$ cat src/rtl/wb_arb_pkg.sv
// Shared constants and helpers for the writeback arbiter.
// Latency: n/a (declarations only).
// Backpressure: n/a.
package wb_arb_pkg;

    localparam int MODE_RR   = 0;   // round-robin selection
    localparam int MODE_AGED = 1;   // fixed priority with anti-starvation aging

    // Width of an index into n items; never narrower than one bit.
    function automatic int idx_w(input int n);
        return (n > 1) ? $clog2(n) : 1;
    endfunction

endpackage

$ cat src/rtl/wb_arbiter_rr_picker.sv
// First-set-bit picker: scans req upward from start with wrap, returns one-hot grant + index.
// Latency: combinational.
// Backpressure: none; grant is zero when req is zero.
// Ports: req (request vector), start (scan origin), grant (one-hot), idx (winner index).
module rr_picker
    import wb_arb_pkg::*;
#(
    parameter  int N  = 4,
    localparam int IW = idx_w(N)
) (
    input  logic [N-1:0]  req,
    input  logic [IW-1:0] start,
    output logic [N-1:0]  grant,
    output logic [IW-1:0] idx
);

    always_comb begin
        logic found;
        int   p;
        grant = '0;
        idx   = '0;
        found = 1'b0;
        p     = 0;
        for (int k = 0; k < N; k++) begin
            // start + k folded back into 0..N-1 (N need not be a power of two)
            p = int'(start) + k;
            if (p >= N) p = p - N;
            if (!found && req[p]) begin
                found    = 1'b1;
                grant[p] = 1'b1;
                idx      = IW'(p);
            end
        end
    end

endmodule

$ cat src/rtl/wb_arbiter.sv
// Writeback arbiter: grants at most one of NUM_CH result channels per cycle onto the registered CDB.
// Latency: grant same cycle, CDB value 1 cycle after the transfer.
// Backpressure: losers see req_ready low and must hold; flush and rst force req_ready to zero.
// Ports: clk/rst (sync, active-high); req_valid/req_tag/req_data in, req_ready out (one-hot);
//        flush in; cdb_valid/cdb_tag/cdb_data/cdb_ch out (registered).
module wb_arbiter
    import wb_arb_pkg::*;
#(
    parameter int NUM_CH  = 4,
    parameter int DATA_W  = 32,
    parameter int TAG_W   = 6,
    parameter int MODE    = 0,
    parameter int AGE_MAX = 7
) (
    input  logic                       clk,
    input  logic                       rst,
    input  logic [NUM_CH-1:0]          req_valid,
    input  logic [NUM_CH*TAG_W-1:0]    req_tag,
    input  logic [NUM_CH*DATA_W-1:0]   req_data,
    output logic [NUM_CH-1:0]          req_ready,
    input  logic                       flush,
    output logic                       cdb_valid,
    output logic [TAG_W-1:0]           cdb_tag,
    output logic [DATA_W-1:0]          cdb_data,
    output logic [$clog2(NUM_CH)-1:0]  cdb_ch
);

    localparam int IW = idx_w(NUM_CH);

    logic [NUM_CH-1:0] pick_gnt;
    logic [IW-1:0]     pick_idx;
    logic              take;

    generate
        if (MODE == MODE_RR) begin : g_rr
            logic [IW-1:0] rr_ptr;

            rr_picker #(.N(NUM_CH)) u_pick (
                .req   (req_valid),
                .start (rr_ptr),
                .grant (pick_gnt),
                .idx   (pick_idx)
            );

            // Winner's successor becomes top priority; no grant (incl. flush) holds the pointer.
            always_ff @(posedge clk) begin
                if (rst) begin
                    rr_ptr <= '0;
                end else if (take) begin
                    rr_ptr <= (pick_idx == IW'(NUM_CH - 1)) ? '0 : pick_idx + 1'b1;
                end
            end
        end else begin : g_aged
            localparam logic [7:0] AGE_LIM = 8'(AGE_MAX);

            logic [7:0]        age [NUM_CH];
            logic [NUM_CH-1:0] aged;
            logic [NUM_CH-1:0] aged_gnt;
            logic [NUM_CH-1:0] valid_gnt;
            logic [IW-1:0]     aged_idx;
            logic [IW-1:0]     valid_idx;

            // Gate with valid so a channel that just dropped its request can never be readied.
            always_comb begin
                aged = '0;
                for (int i = 0; i < NUM_CH; i++) begin
                    aged[i] = req_valid[i] && (age[i] == AGE_LIM);
                end
            end

            rr_picker #(.N(NUM_CH)) u_pick_aged (
                .req   (aged),
                .start ('0),
                .grant (aged_gnt),
                .idx   (aged_idx)
            );

            rr_picker #(.N(NUM_CH)) u_pick_valid (
                .req   (req_valid),
                .start ('0),
                .grant (valid_gnt),
                .idx   (valid_idx)
            );

            assign pick_gnt = (|aged) ? aged_gnt : valid_gnt;
            assign pick_idx = (|aged) ? aged_idx : valid_idx;

            always_ff @(posedge clk) begin
                if (rst) begin
                    for (int i = 0; i < NUM_CH; i++) age[i] <= '0;
                end else if (!flush) begin
                    for (int i = 0; i < NUM_CH; i++) begin
                        if (req_valid[i] && !req_ready[i]) begin
                            age[i] <= (age[i] == AGE_LIM) ? AGE_LIM : age[i] + 8'd1;
                        end else begin
                            age[i] <= '0;
                        end
                    end
                end
            end
        end
    endgenerate

    assign req_ready = (rst || flush) ? '0 : pick_gnt;
    assign take      = |req_ready;

    always_ff @(posedge clk) begin
        if (rst) begin
            cdb_valid <= 1'b0;
            cdb_tag   <= '0;
            cdb_data  <= '0;
            cdb_ch    <= '0;
        end else begin
            cdb_valid <= take;
            if (take) begin
                cdb_tag  <= req_tag[int'(pick_idx)*TAG_W +: TAG_W];
                cdb_data <= req_data[int'(pick_idx)*DATA_W +: DATA_W];
                cdb_ch   <= pick_idx[$clog2(NUM_CH)-1:0];
            end
        end
    end

endmodule

$ cat config.mk
export PLATFORM = sky130hd
export DESIGN_NAME = wb_arbiter
export DESIGN_NICKNAME = d
export VERILOG_FILES = /design/src/rtl/wb_arb_pkg.sv /design/src/rtl/wb_arbiter_rr_picker.sv /design/src/rtl/wb_arbiter.sv
export SDC_FILE = /design/constraint.sdc
export NUM_CORES = 1
export LEC_CHECK = 0
export ABC_AREA = 1
export BUFFER_PORTS_ARGS = -buffer_cell sky130_fd_sc_hd__buf_4
export CORE_ASPECT_RATIO = 0.75
export CORE_MARGIN = 1.5
export CORE_UTILIZATION = 28
export CTS_CLUSTER_DIAMETER = 100
export CTS_CLUSTER_SIZE = 16
export DETAILED_ROUTE_END_ITERATION = 8
export PLACE_DENSITY_LB_ADDON = 0.05
export SLEW_MARGIN = 20
export SYNTH_ARGS = -nofsm -noshare
export SYNTH_HDL_FRONTEND = slang
export SYNTH_SLANG_ARGS = --single-unit
export TNS_END_PERCENT = 10
$ cat constraint.sdc
create_clock -name clk -period 3.65 [get_ports clk]
set_clock_uncertainty 0.2 [all_clocks]
set_input_delay 0.1825 -clock clk [delete_from_list [all_inputs] [get_ports clk]]
set_output_delay 0.1825 -clock clk [all_outputs]
set_load 0.02 [all_outputs]
==> parameters.txt <==
Parameter                              Value

Critical path
  Type of the setup path with the least slack    reg -> reg
  Data required time of the critical path    3.65 ns
  Largest incremental delay on the critical path    between 0.6 and 0.7 ns
  Register-to-register path setup slack    0.39 ns
  Destination of the worst register-to-register timing path    cdb_data[21]$_SDFFE_PP0P_
  Worst path cell trace    inv_6 > ha_1 > inv_1 > nand2_1 > nand2_1 > nor2_4 > nand2_1 > nand2_2 > buf_4 > nand3b_1 > nand3_1 > nand2_1 > nor2_1 > nor2_1
  Worst setup SP type    flop
  Cell with the largest stage delay on the worst path    sky130_fd_sc_hd__buf_4
  Cell type with the highest occurrence count on the critical path    sky130_fd_sc_hd__nand2_1
  Cell depth of the worst flop-to-flop path    14
  Critical Path AT    3.26 ns
  Critical path fanouts, max    between 70 and 80
  Origin of the critical flop-to-flop path    g_rr.rr_ptr[0]$_SDFFE_PP0P_
  Nature of the critical path endpoint    flop

Worst hold path
  Endpoint of the worst hold path    cdb_tag[1]$_SDFFE_PP0P_
  Hold Path Cell Cnt    7
  Startpoint of the most critical hold path    req_tag[19]
  Path category of the worst min-delay check    in -> reg

Synth
  Cell area after synthesis    0.00409 mm²
  Total number of yosys warnings    0
  Register bit count reported by yosys    43
  Proportion of netlist area held by the largest area contributor    roughly a fifth
  Main flop type after synthesis    sky130_fd_sc_hd__dfxtp_1
  Proportion of synthesized chip area in sequential cells    a little over a fifth
  Cell type with the highest aggregate area in the netlist    sky130_fd_sc_hd__dfxtp_1
  Top cells by area, synth    sky130_fd_sc_hd__dfxtp_1 21%, sky130_fd_sc_hd__nand2_1 21%, sky130_fd_sc_hd__nand3b_1 14%
  Share of flip-flops with an asynchronous set or reset after synthesis    0%
  Count of different cell masters after synthesis    23
  Dominant cell by count in the synthesized netlist    sky130_fd_sc_hd__nand2_1
  Number of instances in the synthesized netlist    roughly 730
  Top cells by count, synth    229 x sky130_fd_sc_hd__nand2_1, 126 x sky130_fd_sc_hd__inv_1, 89 x sky130_fd_sc_hd__nand3_1
  Number of enable-type register cells in the synthesized netlist    0
  Synth Net Count    891
  Post-synthesis area per instance    between 5 and 6 µm²

Timing
  Post-layout minimum cycle time    around 3.3 ns
  Maximum operating frequency    306 MHz
  Slew at the pin closest to its max-slew limit    ~0.83 ns
  Setup repair after global routing missed its margin    false
  Final max-slew violation count    0
  Setup tns final    0 ns
  Relative slew slack    roughly 44%
  Final number of setup-violating endpoints    0
  Final Cycle Share    slightly below 90%
  Number of hold violations in the final report    0

Placed design
  Detailed placement HPWL    slightly above 10000 µm
  Port Buffers    approximately 200
  DP Cell Count    1092
  GP Congestion    0.831

Route
  Number of iterations in the first detailed-routing pass    5
  Vias per Instance    4.40
  Post-detailed-route wirelength per cell    approximately 13 µm
  Detail Route Antenna Nets    0
  Routed WL    roughly 14000 µm
  First-iteration detailed-routing DRC count    180
  Remaining DRCs    0
  Via count    4846

Power and ir drop
  Net switching power    approximately 3.1 mW
  Clock network fraction of total power    8.3%
  Sw Ratio    between 50% and 60%
  Sequential Power Share    about an eighth
  Largest voltage drop on the vdd net    714 µV
  Cell internal power dissipation    2.40 mW
  Leak    roughly 3.3 nW
  Combinational share of power    between 70% and 80%
  Power per unit of standard cell area    between 900 and 1000 mW/mm²

Floorplan
  CORE AREA    ~0.014 mm²
  Number of cell rows    38
  Ports placed on the boundary    roughly 200
  Starting utilization of the core area    between 20% and 30%
  Vertical die dimension    roughly 110 µm
  Area of the die    0.0153 mm²
  Die X-Extent    about 140 µm

CTS
  Clock Sinks    43
  Number of buffers created by CTS    5
  Clock transition at the registers of the reported paths    0.07 ns
  Clock tree from TritonCTS    yes
  Maximum count of clock buffers along a single path    2
  Clk_lat worst skew    0.30 ns
  Post-CTS Setup Repair Bufs    0
  H-tree levels    2
  Root Driver    sky130_fd_sc_hd__clkbuf_16

GRT
  Total global routing track utilization    between 10% and 20%
  Initial antenna violation count    0
  Aggregate global routing overflow    0
  Largest net degree at the start of global routing    about 80
  Global-route wire length before repair    about 23000 µm
  Via count of the first global-routing pass    between 4000 and 5000

Final layout
  Nets    1064
  Ratio of cells with drive above 1 in the final layout    26.0%
  Area Overhead vs Synth    42.2%
  Final instance count without filler cells    1101
  # diodes    0
  Count of filler cells inserted in the layout    1610

Flow run
  Max-capacitance violation count    0

Status
  Result of the run    finished, final reports clean
-- cells by family (layout without fill, tap and decap cells) --
family / after synthesis / in the layout / share of synthesized area [%]
adder cells (fa/ha/maj): 5 / 5 / 1.53
AND/OR/NAND/NOR: 490 / 490 / 56.4
buffers and inverters: 176 / 350 / 19.0
AO/OA/AOI/OAI: 12 / 12 / 1.78
XOR/XNOR: 1 / 1 / 0.214
flip-flops: 43 / 43 / 21.1
-- metrics by stage --
stage	util, %	instance area (µm²)	total power [mW]	worst slack, ns	hold WS (ns)
floorplan	-	4090	4.15	1.17	0.0516
global placement	39.4	5660	5.06	0.462	0.188
global route	40.5	5810	6.18	0.104	0.107
CTS	40.5	5810	5.59	0.373	0.0738
detailed placement	39.4	5660	5.10	0.388	0.192
finish	40.5	5810	5.49	0.387	0.0858
-- per-layer routing --
| layer | track usage (%) | part of all wire [%] | vias to the layer above |
|---|---|---|---|
| met2 | 29.6 | 43 | 176 |
| met1 | 24.5 | 46 | 2103 |
| met5 | 0 | 0 | - |
| met4 | 6.04 | 1.8 | 0 |
| met3 | 5.29 | 8.5 | 18 |
| li1 | - | - | 2549 |
-- registers in the layout, indices dropped and copies added, names as in the netlist --
register / cells
cdb_data: 32
cdb_tag: 6
cdb_ch: 2
g_rr.rr_ptr: 2
cdb_valid: 1
-- critical path, delay by kind of cell (launching register included) --
family        cells  cell delay [ns]
flops             1             0.60
fa+ha+maj         1             0.40
simple gates     10             1.11
buf+inv           3             0.83
-- layout make-up --
cell class,instances,area [µm²],share of cell area [%]
inverter,130,493,8.48
sequential,43,861,14.8
clock inverter,2,12.5,0.215
timing repair buffer,212,1620,27.8
tap,200,250,4.30
clock buffer,6,129,2.22
multi-input combinational,508,2450,42.1
-- timing repair --
action / CTS / global route
hold endpoints to repair: 3 / 0
hold buffers: 1 / 0
resized for setup: 0 / 0
-- power by group through the flow --
stage	clock network (mW)	registers (mW)	logic (mW)
floorplan	0	0.854	3.29
global placement	0	0.722	4.34
detailed placement	0	0.723	4.37
CTS	0.488	0.714	4.39
global route	0.503	0.727	4.95
finish	0.459	0.712	4.32
-- layout by cell type, fill, tap and decap left out, types with 6 or more instances in the layout --
cell,instances
sky130_fd_sc_hd__buf_4,209
sky130_fd_sc_hd__a21oi_1,6
sky130_fd_sc_hd__nand2_1,229
sky130_fd_sc_hd__nand2_2,6
sky130_fd_sc_hd__inv_1,126
sky130_fd_sc_hd__nand3b_1,76
sky130_fd_sc_hd__nand3_1,89
sky130_fd_sc_hd__nor2_1,79
sky130_fd_sc_hd__dfxtp_1,43
-- how the worst max path moves through the flow --
stage                                 from                         to  cells past startpoint
4_1_cts        g_rr.rr_ptr[0]$_SDFFE_PP0P_  cdb_data[12]$_SDFFE_PP0P_                     14
3_3_place_gp   g_rr.rr_ptr[0]$_SDFFE_PP0P_  cdb_data[12]$_SDFFE_PP0P_                     14
3_5_place_dp   g_rr.rr_ptr[0]$_SDFFE_PP0P_  cdb_data[12]$_SDFFE_PP0P_                     14
5_1_grt        g_rr.rr_ptr[0]$_SDFFE_PP0P_  cdb_data[12]$_SDFFE_PP0P_                     14
2_1_floorplan  g_rr.rr_ptr[0]$_SDFFE_PP0P_  cdb_data[10]$_SDFFE_PP0P_                     17
6_report       g_rr.rr_ptr[0]$_SDFFE_PP0P_  cdb_data[21]$_SDFFE_PP0P_                     14
Power figures use the tool's default switching activity.
